--- src/rtl/pipe_pkg.sv ---
// pipe_pkg: types and constants shared by the pipeline-register files.
// Holds the stage state encoding, the NOP pattern used to build the bubble
// value, and the default payload field widths of a stage bus.
package pipe_pkg;

  // Occupancy of a stage. The single-entry build only ever uses ST_EMPTY
  // and ST_ONE (FULL); ST_TWO means both main and skid entries are live.
  typedef enum logic [1:0] {
    ST_EMPTY = 2'd0,
    ST_ONE   = 2'd1,
    ST_TWO   = 2'd2
  } state_t;

  // Instruction encoding presented by a drained or flushed stage.
  localparam logic [31:0] NOP = 32'h0000_0000;

  // Default stage payload: PC + Instr + EXT + Rs + Rt + one control bit.
  localparam int PC_W    = 32;
  localparam int INSTR_W = 32;
  localparam int EXT_W   = 32;
  localparam int RS_W    = 32;
  localparam int RT_W    = 32;
  localparam int CTRL_W  = 1;
  localparam int STAGE_DATA_W = PC_W + INSTR_W + EXT_W + RS_W + RT_W + CTRL_W;

  // Default width of the saturating stall counter.
  localparam int STALL_CNT_W = 16;

endpackage

--- src/rtl/pipe_skid_buf.sv ---
// pipe_skid_buf: the second (skid) entry of a pipe_stage_reg.
// Only instantiated when PIPE_STAGE_SKID_EN is defined. The owning stage
// decides when to park an entry here (load) and when to move it into the
// main entry (take); flush and reset discard whatever is held.
module pipe_skid_buf import pipe_pkg::*; #(
  parameter int DATA_W = STAGE_DATA_W
) (
  input  logic              clk,
  input  logic              reset,
  input  logic              flush,
  input  logic              load,
  input  logic              take,
  input  logic [DATA_W-1:0] load_data,
  output logic              skid_valid,
  output logic [DATA_W-1:0] skid_data
);

  // Skid entry: flush wins over a same-cycle load so a killed push never lands.
  always_ff @(posedge clk or negedge reset) begin
    if (!reset) begin
      skid_valid <= 1'b0;
      skid_data  <= '0;
    end else if (flush) begin
      skid_valid <= 1'b0;
      skid_data  <= '0;
    end else if (load) begin
      skid_valid <= 1'b1;
      skid_data  <= load_data;
    end else if (take) begin
      skid_valid <= 1'b0;
    end
  end

endmodule

--- src/rtl/pipe_stage_reg.sv ---
// pipe_stage_reg: inter-stage pipeline register with valid/ready handshake,
// flush-to-bubble and a saturating stall counter.
//
// Build option: define PIPE_STAGE_SKID_EN to add a second (skid) entry and
// make in_ready a registered signal; otherwise the stage holds one entry and
// in_ready is combinational from out_ready. Ordering, bubble and flush
// behaviour are the same in both builds.
//
// Handshake: a transfer happens at a rising edge when valid && ready on that
// side. out_valid/out_data hold steady while out_valid && !out_ready, and a
// producer may not rely on in_ready before it has driven in_valid.
module pipe_stage_reg import pipe_pkg::*; #(
  parameter int                DATA_W = STAGE_DATA_W,
  parameter logic [DATA_W-1:0] BUBBLE = DATA_W'(NOP),
  parameter int                CNT_W  = STALL_CNT_W
) (
  input  logic              clk,
  input  logic              reset,
  input  logic              flush,
  input  logic              in_valid,
  output logic              in_ready,
  input  logic [DATA_W-1:0] in_data,
  output logic              out_valid,
  input  logic              out_ready,
  output logic [DATA_W-1:0] out_data,
  output logic [CNT_W-1:0]  stall_cnt,
  output state_t            state_dbg
);

  state_t state;
  logic   push;
  logic   pop;

  assign push      = in_valid && in_ready;
  assign pop       = out_valid && out_ready;
  assign state_dbg = state;

`ifdef PIPE_STAGE_SKID_EN

  logic              skid_valid;
  logic [DATA_W-1:0] skid_data;
  logic              skid_load;
  logic              skid_take;

  // Ready comes straight from the skid valid flop, so there is no
  // combinational path from out_ready to in_ready.
  assign in_ready = !skid_valid;

  // Park the incoming entry when the main entry is live and not leaving;
  // refill the main entry from the skid when the main entry leaves in TWO.
  assign skid_load = (state == ST_ONE) && push && !pop;
  assign skid_take = (state == ST_TWO) && pop;

  pipe_skid_buf #(
    .DATA_W (DATA_W)
  ) u_skid (
    .clk        (clk),
    .reset      (reset),
    .flush      (flush),
    .load       (skid_load),
    .take       (skid_take),
    .load_data  (in_data),
    .skid_valid (skid_valid),
    .skid_data  (skid_data)
  );

  // Occupancy FSM and main entry for the two-entry build.
  always_ff @(posedge clk or negedge reset) begin
    if (!reset) begin
      state     <= ST_EMPTY;
      out_valid <= 1'b0;
      out_data  <= BUBBLE;
    end else if (flush) begin
      state     <= ST_EMPTY;
      out_valid <= 1'b0;
      out_data  <= BUBBLE;
    end else begin
      case (state)
        ST_EMPTY: begin
          if (push) begin
            state     <= ST_ONE;
            out_valid <= 1'b1;
            out_data  <= in_data;
          end
        end
        ST_ONE: begin
          if (push && pop) begin
            out_data <= in_data;
          end else if (push) begin
            // New entry goes to the skid; the main entry stays put.
            state <= ST_TWO;
          end else if (pop) begin
            state     <= ST_EMPTY;
            out_valid <= 1'b0;
            out_data  <= BUBBLE;
          end
        end
        ST_TWO: begin
          // in_ready is low here, so only a pop can occur.
          if (pop) begin
            state    <= ST_ONE;
            out_data <= skid_data;
          end
        end
        default: begin
          state     <= ST_EMPTY;
          out_valid <= 1'b0;
          out_data  <= BUBBLE;
        end
      endcase
    end
  end

`else

  // A single entry can take a new item whenever the current one leaves.
  assign in_ready = out_ready || !out_valid;

  // Occupancy FSM and main entry for the single-entry build (ST_ONE = FULL).
  always_ff @(posedge clk or negedge reset) begin
    if (!reset) begin
      state     <= ST_EMPTY;
      out_valid <= 1'b0;
      out_data  <= BUBBLE;
    end else if (flush) begin
      state     <= ST_EMPTY;
      out_valid <= 1'b0;
      out_data  <= BUBBLE;
    end else begin
      case (state)
        ST_EMPTY: begin
          if (push) begin
            state     <= ST_ONE;
            out_valid <= 1'b1;
            out_data  <= in_data;
          end
        end
        ST_ONE: begin
          if (push) begin
            // Covers push-with-pop: the entry is replaced and stays FULL.
            out_data <= in_data;
          end else if (pop) begin
            state     <= ST_EMPTY;
            out_valid <= 1'b0;
            out_data  <= BUBBLE;
          end
        end
        default: begin
          state     <= ST_EMPTY;
          out_valid <= 1'b0;
          out_data  <= BUBBLE;
        end
      endcase
    end
  end

`endif

  // Count downstream stall cycles, saturating; flush does not touch it.
  always_ff @(posedge clk or negedge reset) begin
    if (!reset) begin
      stall_cnt <= '0;
    end else if (out_valid && !out_ready && (stall_cnt != {CNT_W{1'b1}})) begin
      stall_cnt <= stall_cnt + CNT_W'(1);
    end
  end

endmodule

--- config.mk ---
export PLATFORM = sky130hd
export DESIGN_NAME = pipe_stage_reg
export DESIGN_NICKNAME = d
export VERILOG_FILES = /design/src/rtl/pipe_pkg.sv /design/src/rtl/pipe_skid_buf.sv /design/src/rtl/pipe_stage_reg.sv
export SDC_FILE = /design/constraint.sdc
export NUM_CORES = 1
export LEC_CHECK = 0
export CORE_ASPECT_RATIO = 0.6
export CORE_MARGIN = 1.5
export CORE_UTILIZATION = 35
export CTS_BUF_LIST = sky130_fd_sc_hd__clkbuf_2
export DETAILED_ROUTE_END_ITERATION = 12
export PLACE_DENSITY = 0.73
export SYNTH_ARGS = -nofsm -noshare
export SYNTH_HDL_FRONTEND = slang
export SYNTH_SLANG_ARGS = --single-unit
--- constraint.sdc ---
create_clock -name clk -period 1.8 [get_ports clk]
set_input_delay 0.36 -clock clk [delete_from_list [all_inputs] [get_ports clk]]
set_output_delay 0.36 -clock clk [all_outputs]
set_load 0.02 [all_outputs]
==> out/results.ini <==
[floorplan]
start_util = 0.360
core_area_um2 = 18200
rows = 38
die_w_um = 179
ios = 347
die_area_um2 = 19500
die_h_um = 109

[worst_setup_path]
path_delay_family = buffers and inverters
cp_cell_sequence = and2b_2 -> buf_4 -> buf_6 -> buf_6 -> nor3b_4 -> buf_4 -> buf_6 -> buf_6 -> buf_6 -> a22o_1
rrSetupSlack_ns = -0.19
crit_top_cell = buf_6
crit_fanout = 6
crit_slowest_cell = dfrtp_1
r2r_start = state_dbg[0]
critPathArrivalTime_ns = 2.66
crit_path_max_incr_delay_ns = 0.44
critPathRequiredTime_ns = 2.46
worst-path-buf-inv = 7
worstRegToRegCells = 10
cp.depth = 10
crit_type = flop to flop
startpoint_type = flop
cp-end-kind = flop
r2r_end = out_data[105]

[route]
vias_per_cell = 5.10
vias = 6098
drc = 0
wl_mm = 24.7
drtAntennaViolNets = 0
post_drt_wl_per_cell_um = 20.6
dr.pass1.iters = 4
drt_iter0_markers = 282

[job]
maxCapViolCount = 0

[finish]
drive_gt1_frac = 0.421
nets = 1110
n_antenna_cell = 0
post-route-util = 0.671
stdcell_area_um2 = 12200
layoutNonFillerInstCount = 1196
syn2layout_area_growth_pct = 86.3

[synth]
ys_warn_count = 0
synth_cell_types = 37
synth-edff-count = 0
synthFlopType = dfrtp_1
synth_fp_nets = 614
synthArstFlopShare = 1.00
avgSynthCellArea_um2 = 14.6
yosysSeqAreaShare = 0.681
netlist_area_um2 = 6540
syn_inst = 447
synth-seq-cells = 178

[hold_path]
hp-class = primary input to asynchronous set/reset pin

[power_and_ir_drop]
p_leak_nw = 6.09
clkPwrFrac = 0.237
vdd_drop_max_v = 0.000426
pwr-share-comb = 0.274
powerDensity_nw_per_um2 = 749
switching_power_mw = 2.87
p_int_mw = 6.26
p_seq_frac = 0.489
sw_frac_of_total = 0.314

[placement]
dpl_worst_slack_ns = -0.367
dpl-instance-area_um2 = 10500
dp.cells = 1030
port_buffers = 345
dp_hpwl_mm = 15.7
gp_congestion = 0.834

[global_route]
overflow = 0
antenna_found_initial = 0
grt_pass1_wl_mm = 33.1
grt_pass1_vias = 5884
grt_usage = 0.218
grt_max_degree = 69

[clock_network]
clkTransAtPathRegs_ns = 0.27
htree_levels = 4
tritoncts = yes
cts_buffers = 17
clkSinkCount = 178
cts_max_path_buffers = 2
worstSkewPairLatency_ns = 0.75
clockRootBuffer = clkbuf_2

[sta]
hold_ws_ns = 0.0927
slew_viol_final = 0
final-setup-viol-count = 168
fin_ws_ns = -0.195
clock_skew_ns = 0.0414
min_period_ns = 1.99
hold_viol_final = 0
finalCritPeriodShare = 1.11
clock.fmax_mhz = 501
rsz0062_at_grt = true

[status]
outcome = complete, but fails checks
violations = negative setup slack

synthesized netlist by cell type, types with 2 or more instances:
master   number  area, um2
a21oi_1       5       25.0
a22o_1      161       1410
a31oi_1       4       25.0
and3_1        3       18.8
buf_2        35        175
buf_4         2       15.0
dfrtp_1     178       4450
mux2_1        2       22.5
nand2_1       5       18.8
nand3_1       5       25.0
nand4_1       2       12.5
nor2_1        9       33.8
nor2_2        2       12.5
nor3_1        2       10.0
nor3b_1       2       15.0
nor4_1        3       18.8
o21ai_0       3       15.0
xor2_1        5       43.8
cells by family after synthesis:
family          Yosys count  share of synthesized area
fa+ha+maj                 1                    0.00191
compound gates          174                      0.227
flops                   178                      0.681
other cells               1                   0.000573
simple gates             44                     0.0440
xor+xnor                  6                    0.00804
buf+inv                  39                     0.0302
mux                       4                    0.00746
cell type report:
| class | count | area (um2) |
|---|---|---|
| fillers | 1305 | 5980 |
| repair buffers | 514 | 5230 |
| flip-flops and latches | 178 | 4460 |
| multi-input cells | 230 | 1940 |
| well taps | 240 | 300 |
| clock inverters | 15 | 166 |
| clock buffers | 17 | 85.1 |
| inverters | 2 | 7.51 |
stage by stage:
step	TNS, ns	power [mW]
global placement	-49.35	6.43
finish	-19.03	9.12
detailed placement	-50.38	6.48
global route	-32.90	9.51
floorplan	0	5.24
CTS	-0.636	8.69
how the worst max path moves through the flow:
| stage | from | end | slack, ns |
|---|---|---|---|
| 2_1_floorplan | stall_cnt[0] | stall_cnt[1] | 0.05 |
| 3_3_place_gp | out_ready | out_data[45] | -0.33 |
| 3_5_place_dp | out_ready | stall_cnt[15] | -0.37 |
| 4_1_cts | state_dbg[0] | in_ready | -0.18 |
| 5_1_grt | state_dbg[0] | in_ready | -0.26 |
| 6_report | state_dbg[0] | out_data[105] | -0.19 |
cell usage in the layout (no fill, tap or decap), types with 2 or more instances in the layout:
cell type / synthesis / layout
a21oi_1: 5 / 5
a22o_1: 161 / 161
a31oi_1: 4 / 4
and3_1: 3 / 3
buf_12: 0 / 9
buf_2: 35 / 31
buf_4: 2 / 124
buf_6: 0 / 163
buf_8: 0 / 8
clkbuf_16: 0 / 13
clkbuf_2: 0 / 17
clkdlybuf4s50_1: 0 / 164
clkinv_4: 0 / 2
dfrtp_1: 178 / 171
dfrtp_2: 0 / 7
inv_6: 0 / 4
inv_8: 0 / 5
mux2_1: 2 / 2
nand2_1: 5 / 5
nand3_1: 5 / 4
nand4_1: 2 / 2
nor2_1: 9 / 9
nor3_1: 2 / 2
nor4_4: 1 / 2
o21ai_0: 3 / 3
xor2_1: 5 / 5
flip-flops by register name, indices dropped and copies added, names as in the netlist:
signal,cells
state_dbg,1
out_data,161
stall_cnt,16
power by group through the flow:
stage               Combinational [mW]  Clock (mW)  Sequential [mW]
floorplan                        0.409           0             4.83
global placement                  1.93           0             4.50
detailed placement                1.96           0             4.52
CTS                               2.06        2.21             4.42
global route                      2.63        2.40             4.49
finish                            2.50        2.17             4.46
layer usage:
metal  wire, um  up-vias  GRT usage
li1           -     2716          -
met1      10500     3096      0.281
met2      12100      260      0.359
met3       1650       26     0.0651
met4        358        0     0.0613
met5          0        -          0
what timing repair did:
action,in CTS,in global routing
hold buffers,1,0
cloned,0,19
resized for setup,806,290
buffers inserted,71,43
endpoints found under the setup margin,180,299
endpoints found under the hold margin,178,0
pin swaps,1,8
No activity file was read; power rests on OpenSTA's default activity.
